File: src/rtl/result_dump_reader.sv
// result_dump_reader: after the processor signals done, walks data memory
// through the readback port and streams each word out on a valid/ready
// interface, flagging the final word and pulsing dump_done at completion.
//
// Output handshake: a word transfers when out_valid and out_ready are both
// high at a rising clk edge; once out_valid is raised, out_data and out_last
// stay stable until that transfer, with no timeout.
module result_dump_reader #(
  parameter int              ADDR_W     = 32,
  parameter int              DATA_W     = 32,
  parameter logic [ADDR_W-1:0] BASE_ADDR = '0,
  parameter int              WORD_COUNT = 10,
  parameter int              RD_LAT     = 1
) (
  input  logic              clk,
  input  logic              rst,
  input  logic              done_in,
  output logic [ADDR_W-1:0] mem_addr,
  input  logic [DATA_W-1:0] mem_rdata,
  output logic [DATA_W-1:0] out_data,
  output logic              out_valid,
  input  logic              out_ready,
  output logic              out_last,
  output logic              busy,
  output logic              dump_done
);

  localparam int IDX_W = (WORD_COUNT > 1) ? $clog2(WORD_COUNT) : 1;
  localparam int CNT_W = (RD_LAT > 1) ? $clog2(RD_LAT) : 1;
  localparam logic [IDX_W-1:0] LAST_IDX = IDX_W'((WORD_COUNT > 0) ? WORD_COUNT - 1 : 0);
  localparam logic [CNT_W-1:0] CNT_LAST = CNT_W'(RD_LAT - 1);
  localparam logic             EMPTY    = (WORD_COUNT == 0);

  typedef enum logic [1:0] {
    IDLE    = 2'd0,
    WAIT    = 2'd1,
    PRESENT = 2'd2,
    FINISH  = 2'd3
  } state_t;

  state_t            r_state;
  state_t            w_state_nxt;
  logic [IDX_W-1:0]  r_idx;
  logic [CNT_W-1:0]  r_cnt;
  logic              r_done_prev;
  logic [ADDR_W-1:0] r_mem_addr;
  logic [DATA_W-1:0] r_out_data;
  logic              r_out_valid;
  logic              r_out_last;
  logic              r_busy;
  logic              r_dump_done;
  logic              w_trigger;
  logic              w_capture;

  assign mem_addr  = r_mem_addr;
  assign out_data  = r_out_data;
  assign out_valid = r_out_valid;
  assign out_last  = r_out_last;
  assign busy      = r_busy;
  assign dump_done = r_dump_done;

  // Next-state decode: rising done starts a dump, read latency gates capture.
  always_comb begin
    w_state_nxt = r_state;
    w_trigger   = done_in & ~r_done_prev;
    w_capture   = (r_cnt == CNT_LAST);
    case (r_state)
      IDLE: begin
        if (w_trigger) w_state_nxt = EMPTY ? FINISH : WAIT;
      end
      WAIT: begin
        if (w_capture) w_state_nxt = PRESENT;
      end
      PRESENT: begin
        if (out_ready) w_state_nxt = r_out_last ? FINISH : WAIT;
      end
      FINISH: begin
        w_state_nxt = IDLE;
      end
      default: begin
        w_state_nxt = IDLE;
      end
    endcase
  end

  // State register.
  always_ff @(posedge clk or posedge rst) begin
    if (rst) r_state <= IDLE;
    else     r_state <= w_state_nxt;
  end

  // Datapath: address walk, latency counter, captured word and status flags.
  always_ff @(posedge clk or posedge rst) begin
    if (rst) begin
      r_idx       <= '0;
      r_cnt       <= '0;
      r_done_prev <= 1'b0;
      r_mem_addr  <= BASE_ADDR;
      r_out_data  <= '0;
      r_out_valid <= 1'b0;
      r_out_last  <= 1'b0;
      r_busy      <= 1'b0;
      r_dump_done <= 1'b0;
    end else begin
      r_done_prev <= done_in;
      r_busy      <= (w_state_nxt != IDLE);
      r_dump_done <= (w_state_nxt == FINISH);
      case (r_state)
        IDLE: begin
          if (w_trigger && !EMPTY) begin
            r_idx      <= '0;
            r_mem_addr <= BASE_ADDR;
            r_cnt      <= '0;
          end
        end
        WAIT: begin
          if (w_capture) begin
            r_out_data  <= mem_rdata;
            r_out_valid <= 1'b1;
            r_out_last  <= (r_idx == LAST_IDX);
          end else begin
            r_cnt <= r_cnt + 1'b1;
          end
        end
        PRESENT: begin
          if (out_ready) begin
            r_out_valid <= 1'b0;
            r_out_last  <= 1'b0;
            if (!r_out_last) begin
              r_idx      <= r_idx + 1'b1;
              r_mem_addr <= r_mem_addr + 1'b1;
              r_cnt      <= '0;
            end
          end
        end
        default: begin
        end
      endcase
    end
  end

endmodule

File: config.mk
export PLATFORM = sky130hd
export DESIGN_NAME = result_dump_reader
export DESIGN_NICKNAME = d
export VERILOG_FILES = /design/src/rtl/result_dump_reader.sv
export SDC_FILE = /design/constraint.sdc
export NUM_CORES = 1
export LEC_CHECK = 0
export CAP_MARGIN = 5
export CORE_UTILIZATION = 51
export CTS_BUF_LIST = sky130_fd_sc_hd__clkbuf_8
export DETAILED_ROUTE_END_ITERATION = 12
export GPL_TIMING_DRIVEN = 0
export PLACE_DENSITY = 0.87
export SLEW_MARGIN = 20
export SYNTH_ARGS = -nofsm -noshare
export SYNTH_HDL_FRONTEND = slang
export SYNTH_SLANG_ARGS = --single-unit
File: constraint.sdc
create_clock -name clk -period 4.9 [get_ports clk]
set_input_delay 0.98 -clock clk [delete_from_list [all_inputs] [get_ports clk]]
set_output_delay 0.98 -clock clk [all_outputs]
set_load 0.02 [all_outputs]
Word level (Yosys, flattened, before mapping) --
Cells that the tools add are included. W data, S select, Z words.
Word-level totals: output and inout port bits 68, flip-flop bits (word level) 76, word-level logic and storage cells 57
Cells by class: equality and inequality tests 9, reductions and logical operators 9, bitwise operators 3, add/sub/neg operators 3, mux-type cells 23
Operator list (number):
- $mux W32 | 3
- $pmux W32 S2 | 1
- $add A32 B1 Y32 const B | 1
- $mux W4 | 3
- $mux W2 | 4
- $ne A2 B2 Y1 const B | 4
- $pmux W2 S4 | 1
- $pmux W4 S2 | 1
- $reduce_and A4 Y1 | 2
- $mux W1 | 7
- $eq A2 B2 Y1 const B | 3
- $reduce_bool A2 Y1 | 3
- $add A4 B1 Y4 const B | 1
- $eq A4 B4 Y1 const B | 1
- $pmux W1 S2 | 2
- $pmux W1 S3 | 1
- $reduce_and A3 Y1 | 1
- $reduce_bool A3 Y1 | 1
- $eq A2 B1 Y1 const B | 1
- $logic_not A2 Y1 | 1
- $not A1 Y1 | 2
- $reduce_and A2 Y1 | 1
- $add A1 B1 Y1 const B | 1
- $and A1 B1 Y1 | 1

Depth between registers and ports, before layout --
Gate-level depths: netlist (run 1).
depth in word-level cells 5, gate-level depth with buffers 7, mapped depth without buffers 6

Worst setup path before layout (run 1) --
Ideal clock, no wire load.
kind input -> register, start input port done_in, end register r_mem_addr[31] (netlist: mem_addr[31]), setup time 0.078 ns, buffers on the path 1, data required time 4.822 ns, stages on the path 6, slack 2.385 ns, arrival time 2.438 ns, cells stage by stage or3b_4 -> a2111oi_4 -> buf_6 -> nand2_2 -> or3_1 -> a21oi_1
On the way: word-level cells in the longest chain between the ends 3
Ends and longest elaborated chain:
- start: declaration | RTL line 17 | input logic done_in,
- $and A1 B1 Y1 | RTL line 65 | w_trigger = done_in & ~r_done_prev;
- $ne A2 B2 Y1 (no source line)
- $reduce_and A4 Y1 (no source line)
- end signal: assignment | RTL line 131 | r_mem_addr <= r_mem_addr + 1'b1;
- end: declaration | RTL line 46 | logic [ADDR_W-1:0] r_mem_addr;
No other way between the ends. A chain may end at the register's enable or synchronous reset.

Worst setup path in the final report (run 1) --
Ends and elaborated chain as after synthesis.

==> flow_summary.json, run 1 <==
{
  "min-delay-start": "out_data[3]",
  "start_util_pct": 54.1,
  "whs_endpoint": "out_data[3]",
  "avgRoutedWirePerCell_um": 16.2,
  "crit_path_end_kind": "flop",
  "arrival_ps": 3120,
  "crit_slowest_cell": "clkdlybuf4s50_1",
  "first_pass_iters": 4,
  "h-tree-depth": 3,
  "drv_cap": 0,
  "fmax_ghz": 0.352,
  "clock_path_buffers": 2,
  "grt_pass1_vias": 2522,
  "synth_area_mm2": 0.00326,
  "wl_um": 7630,
  "cts_resized": 0,
  "ant_nets": 0,
  "grt_pass1_wl_um": 12100,
  "ir_worst_vdd_v": 0.000371,
  "setup_viol": 0,
  "routed-via-count": 2584,
  "async_flop_share_pct": 100,
  "skew_ps": 6.27,
  "drive_above_1_share_pct": 15.2,
  "startpoint_type": "input port",
  "status": "complete, no violations",
  "critPathRequiredTime_ps": 5180,
  "reg2reg_from": "r_state[1]",
  "post-cts-setup-buffer-count": 0,
  "dp_hpwl_um": 5330,
  "pin_count": 104,
  "area_growth_pct": 43.4,
  "die_area_mm2": 0.00671,
  "synth-seq-cells": 75,
  "period_needed_ps": 2840,
  "antenna_found_initial": 0,
  "yosys.cell_types.count": 36,
  "fin_ws_ps": 2060,
  "period_share_pct": 58.0,
  "synth-seq-area-share_pct": 57.6,
  "reg2reg_depth": 6,
  "nets": 430,
  "rsz0062_at_grt": "false",
  "place_ws_ps": 1730,
  "gp_congestion": 0.780,
  "grt_max_degree": 41,
  "yosysTopAreaCell": "dfrtp_1",
  "synthTopCellsByArea": "dfrtp_1, mux2_2, xor2_1",
  "placed_cell_area_mm2": 0.00441,
  "r2r_end": "mem_addr[31]",
  "io_buffer_count": 103,
  "clk_pin_slew_worst_paths_ps": 80,
  "die_w_um": 81.9,
  "clock_sinks": 75,
  "hold_violations": 0,
  "cp_cell_sequence": "clkdlybuf4s50_1 > or3b_4 > a2111oi_4 > buf_6 > nand2_2 > or3_1 > a21oi_1",
  "fp.dieH_um": 81.9,
  "slew_headroom_pct": 51.5,
  "power_leakage_nw": 1.97,
  "synth_top_area_share_pct": 57.6,
  "insertion_delay_ps": 350,
  "synth_edf_count": 0,
  "hold_path_depth": 1,
  "power_density_mw_per_mm2": 523,
  "synth_ff_type": "dfrtp_1",
  "drtIter0Drc": 138,
  "ctsRootBufferMaster": "clkbuf_8",
  "core_area_mm2": 0.00603,
  "cts_tree": "built",
  "design_power_total_mw": 2.44,
  "drv_slew": 0,
  "grt-ovfl-total": 0,
  "crit_type": "input port to flop",
  "avgSynthCellArea_um2": 11.8,
  "r2r_setup_slack_ps": 2740,
  "numCtsBuffers": 9,
  "drc_errors": 0,
  "final_cell_area_mm2": 0.00467,
  "worst_pin_slew_ps": 726,
  "grt.total_usage_pct": 24.3,
  "post_cts_hold_buffer_count": 0,
  "synth_warnings": 0,
  "via_per_inst": 5.49,
  "synth_nets": 315,
  "diodes": 0,
  "rows": 28,
  "min_path_type": "flop to flop",
  "synth_cells": 276,
  "cpPeakStageDelay_ps": 500,
  "fin_tns_setup_ps": 0,
  "crit_fanout": 10
}
==> sequential cells by signal, indices dropped and copies added, names as in the netlist <==
signal,flops
r_state,2
out_last,1
mem_addr,32
out_data,32
dump_done,1
out_valid,1
r_idx,4
r_done_prev,1
busy,1
==> layout make-up <==
| cell class | count | area, um^2 |
|---|---|---|
| Inverter | 4 | 17.5 |
| Buffer | 11 | 50.0 |
| Multi-Input combinational cell | 186 | 1320 |
| Clock inverter | 4 | 95.1 |
| Fill cell | 381 | 1350 |
| Timing Repair Buffer | 104 | 1050 |
| Tap cell | 75 | 93.8 |
| Sequential cell | 75 | 1880 |
| Clock buffer | 12 | 165 |
==> placed cells by master, fill, tap and decap left out, types with 2 or more instances in the layout <==
cell type	count
nor2b_1	2
or3_1	3
buf_1	2
nand2b_1	3
inv_1	3
mux2_2	34
clkbuf_8	12
nand3_1	10
and2_1	3
xnor2_1	6
o21ai_0	5
clkbuf_1	7
nand2_1	17
nand4_1	16
nand3b_1	3
nor2_1	32
clkdlybuf4s50_1	103
ha_1	3
nor3_1	4
bufinv_16	3
a21oi_1	5
and3_1	4
or2_2	2
dfrtp_1	75
xor2_1	22
==> cells in the mapped netlist (3+ instances only) <==
master and count:
dfrtp_1 75, mux2_2 34, nor2_1 32, xor2_1 22, nand2_1 17, nand4_1 16, nand3_1 10, clkbuf_1 7
xnor2_1 6, a21oi_1 5, o21ai_0 5, and3_1 4, inv_1 4, nor3_1 4, and2_1 3, ha_1 3
nand2b_1 3, nand3b_1 3, or3_1 3
==> layer usage <==
layer,vias up,GRT usage [%],wire length [um]
met4,0,10.2,116
li1,1189,-,-
met5,-,0,0
met2,97,39.7,3870
met1,1286,30.5,3160
met3,12,6.56,486
==> worst max-delay path by stage <==
stage          slack (ps)  cells after the start  startpoint            to
2_1_floorplan        2010                      1         rst          busy
3_3_place_gp          810                      2         rst   out_data[2]
3_5_place_dp         1730                      7     done_in  mem_addr[31]
4_1_cts              2060                      7     done_in  mem_addr[31]
5_1_grt              1970                      7     done_in  mem_addr[31]
6_report             2060                      7     done_in  mem_addr[31]
==> kinds of logic after synthesis <==
| logic type | count (synthesis) | share of synthesized area [%] |
|---|---|---|
| AND/OR/NAND/NOR | 106 | 16.7 |
| adder cells (fa/ha/maj) | 3 | 1.15 |
| AO/OA/AOI/OAI | 15 | 3.34 |
| flip-flops | 75 | 57.6 |
| buffers and inverters | 15 | 2.00 |
| multiplexers | 34 | 11.7 |
| XOR/XNOR | 28 | 7.52 |
==> critical path, delay by kind of cell <==
kind,cells,cell delay [ps]
AOI/OAI and AO/OA,2,560
buffers and inverters,2,700
and+or+nand+nor,3,880
==> power by group <==
group / total (mW) / switching (mW) / internal (mW) / leakage, nW
Sequential: 0.910 / 0.115 / 0.795 / 0.964
Combinational: 0.926 / 0.442 / 0.483 / 0.869
Clock: 0.608 / 0.229 / 0.379 / 0.133
Total: 2.44 / 0.786 / 1.66 / 1.97
==> through the flow <==
step           cells  hold slack, ps  util, %
3_3_place_gp     454             475     72.8
4_1_cts          471             511     77.6
6_report         471             508     77.6
2_1_floorplan    276             496        -
5_1_grt          471             520     77.6
3_5_place_dp     455             495     73.2
No activity file was read; power rests on OpenSTA's default activity.
==> inputs of run 2 (changes only) <==
- CORE_UTILIZATION: 51 -> 48
- PLACE_DENSITY: 0.87 -> 0.83
- clock period: 4.9 -> 2.7 ns (I/O delays scaled with it)
==> flow_summary.json, run 2 (synthesis gave the netlist of run 1 again) <==
{
  "cts_tree": "built",
  "h-tree-depth": 3,
  "mostFrequentLayoutCell": "clkdlybuf4s50_1",
  "path_buf_inv": 2,
  "worst_pin_slew_ps": 773,
  "fp.dieH_um": 84.4,
  "crit_fanout": 10,
  "post-cts-setup-buffer-count": 0,
  "io_buffer_count": 103,
  "first_pass_iters": 8,
  "area_growth_pct": 41.0,
  "gp_congestion": 0.778,
  "via_per_inst": 5.31,
  "avgRoutedWirePerCell_um": 15.8,
  "pin_count": 104,
  "arrival_ps": 2690,
  "clock_path_buffers": 2,
  "grt_max_degree": 40,
  "post_cts_hold_buffer_count": 0,
  "power_leakage_nw": 1.93,
  "grt_pass1_vias": 2525,
  "min_path_type": "flop to flop",
  "cp_top_family": "simple AND/OR/NAND/NOR gates",
  "grt-ovfl-total": 0,
  "nets": 430,
  "fillers": 466,
  "grt.total_usage_pct": 22.0,
  "ant_nets": 0,
  "power_density_mw_per_mm2": 899,
  "startpoint_type": "input port",
  "period_share_pct": 90.5,
  "setup_viol": 0,
  "diodes": 0,
  "skew_ps": 12.4,
  "drv_slew": 0,
  "rsz0062_at_grt": "false",
  "drc_errors": 4,
  "ir_worst_vdd_v": 0.000837,
  "drtIter0Drc": 144,
  "crit_slowest_cell": "clkdlybuf4s50_1",
  "drive_above_1_share_pct": 14.9,
  "insertion_delay_ps": 330,
  "cp_cell_sequence": "clkdlybuf4s50_1 > or3b_4 > a2111oi_4 > buf_6 > nand2_2 > or3_1 > a21oi_1",
  "crit_type": "input port to flop",
  "fmax_ghz": 0.409,
  "hold_violations": 0,
  "start_util_pct": 50.5,
  "whs_ps": 509,
  "grt_pass1_wl_um": 12200,
  "numCtsBuffers": 9,
  "ctsRootBufferMaster": "clkbuf_8",
  "ff_latch_area_mm2": 0.00188,
  "critPathRequiredTime_ps": 2950,
  "antenna_found_initial": 0,
  "crit_path_end_kind": "flop",
  "die_w_um": 84.4,
  "die_area_mm2": 0.00712,
  "status": "finished, violations left",
  "slew_headroom_pct": 48.3,
  "fin_ws_ps": 257,
  "rows": 29,
  "core_area_mm2": 0.00646,
  "cpPeakStageDelay_ps": 490,
  "final_cell_mix": "clkdlybuf4s50_1, dfrtp_1, mux2_2",
  "drv_cap": 0,
  "clk_pin_slew_worst_paths_ps": 80,
  "cts_resized": 0,
  "design_power_total_mw": 4.13,
  "period_needed_ps": 2440,
  "routed-via-count": 2507,
  "violations": "design-rule violations",
  "place_ws_ps": -67.8,
  "multi_input_area_mm2": 0.00132,
  "wl_um": 7460,
  "clock_sinks": 75,
  "dp_hpwl_um": 5370
}
-- run 2: cell types whose count changed in the layout (fill, tap and decap cells not counted) --
cell / previous run / this run
clkbuf_8: 12 / 9
clkinv_2: 1 / 4
clkinvlp_4: 0 / 1
bufinv_16: 3 / 1
-- run 2: worst paths after layout --
path                       slack [ps]         start           end  depth (start not counted)
min reg2reg                       510  out_data[20]  out_data[20]                          1
max reg2reg                       510    r_state[1]  mem_addr[31]                          6
min in group asynchronous         580           rst  mem_addr[14]                          2
max in group asynchronous        1560           rst   mem_addr[1]                          3
min                               510  out_data[20]  out_data[20]                          1
max                               260       done_in  mem_addr[31]                          7
-- run 2: final cells by class --
| type | instances | share of cell area [%] |
|---|---|---|
| sequential | 75 | 40.8 |
| multi-input combinational | 186 | 28.8 |
| timing repair buffer | 104 | 22.9 |
| clock buffer | 9 | 2.69 |
| tap | 77 | 2.10 |
| clock inverter | 6 | 1.25 |
| buffer | 11 | 1.09 |
| inverter | 4 | 0.381 |
-- run 2: power breakdown --
group / switching [mW] / internal (mW) / leakage [nW]
registers: 0.202 / 1.44 / 0.964
clock network: 0.403 / 0.416 / 0.0946
logic: 0.792 / 0.875 / 0.869
total: 1.40 / 2.73 / 1.93
-- run 2: routing by layer --
| metal | track usage, % | routed length [um] |
|---|---|---|
| met5 | 0 | 0 |
| met4 | 5.39 | 34 |
| met3 | 7.67 | 480 |
| met2 | 36.6 | 3620 |
| met1 | 27.8 | 3330 |
-- run 2: metrics by stage --
step	instances	cell area [um^2]	setup TNS [ps]	util, %
final	472	4600	0	71.2
after global routing	472	4600	0	71.2
after CTS	472	4600	0	71.2
after detailed placement	457	4420	-67.8	68.4
after global placement	456	4390	-73550	67.9
after floorplan	276	3260	0	-
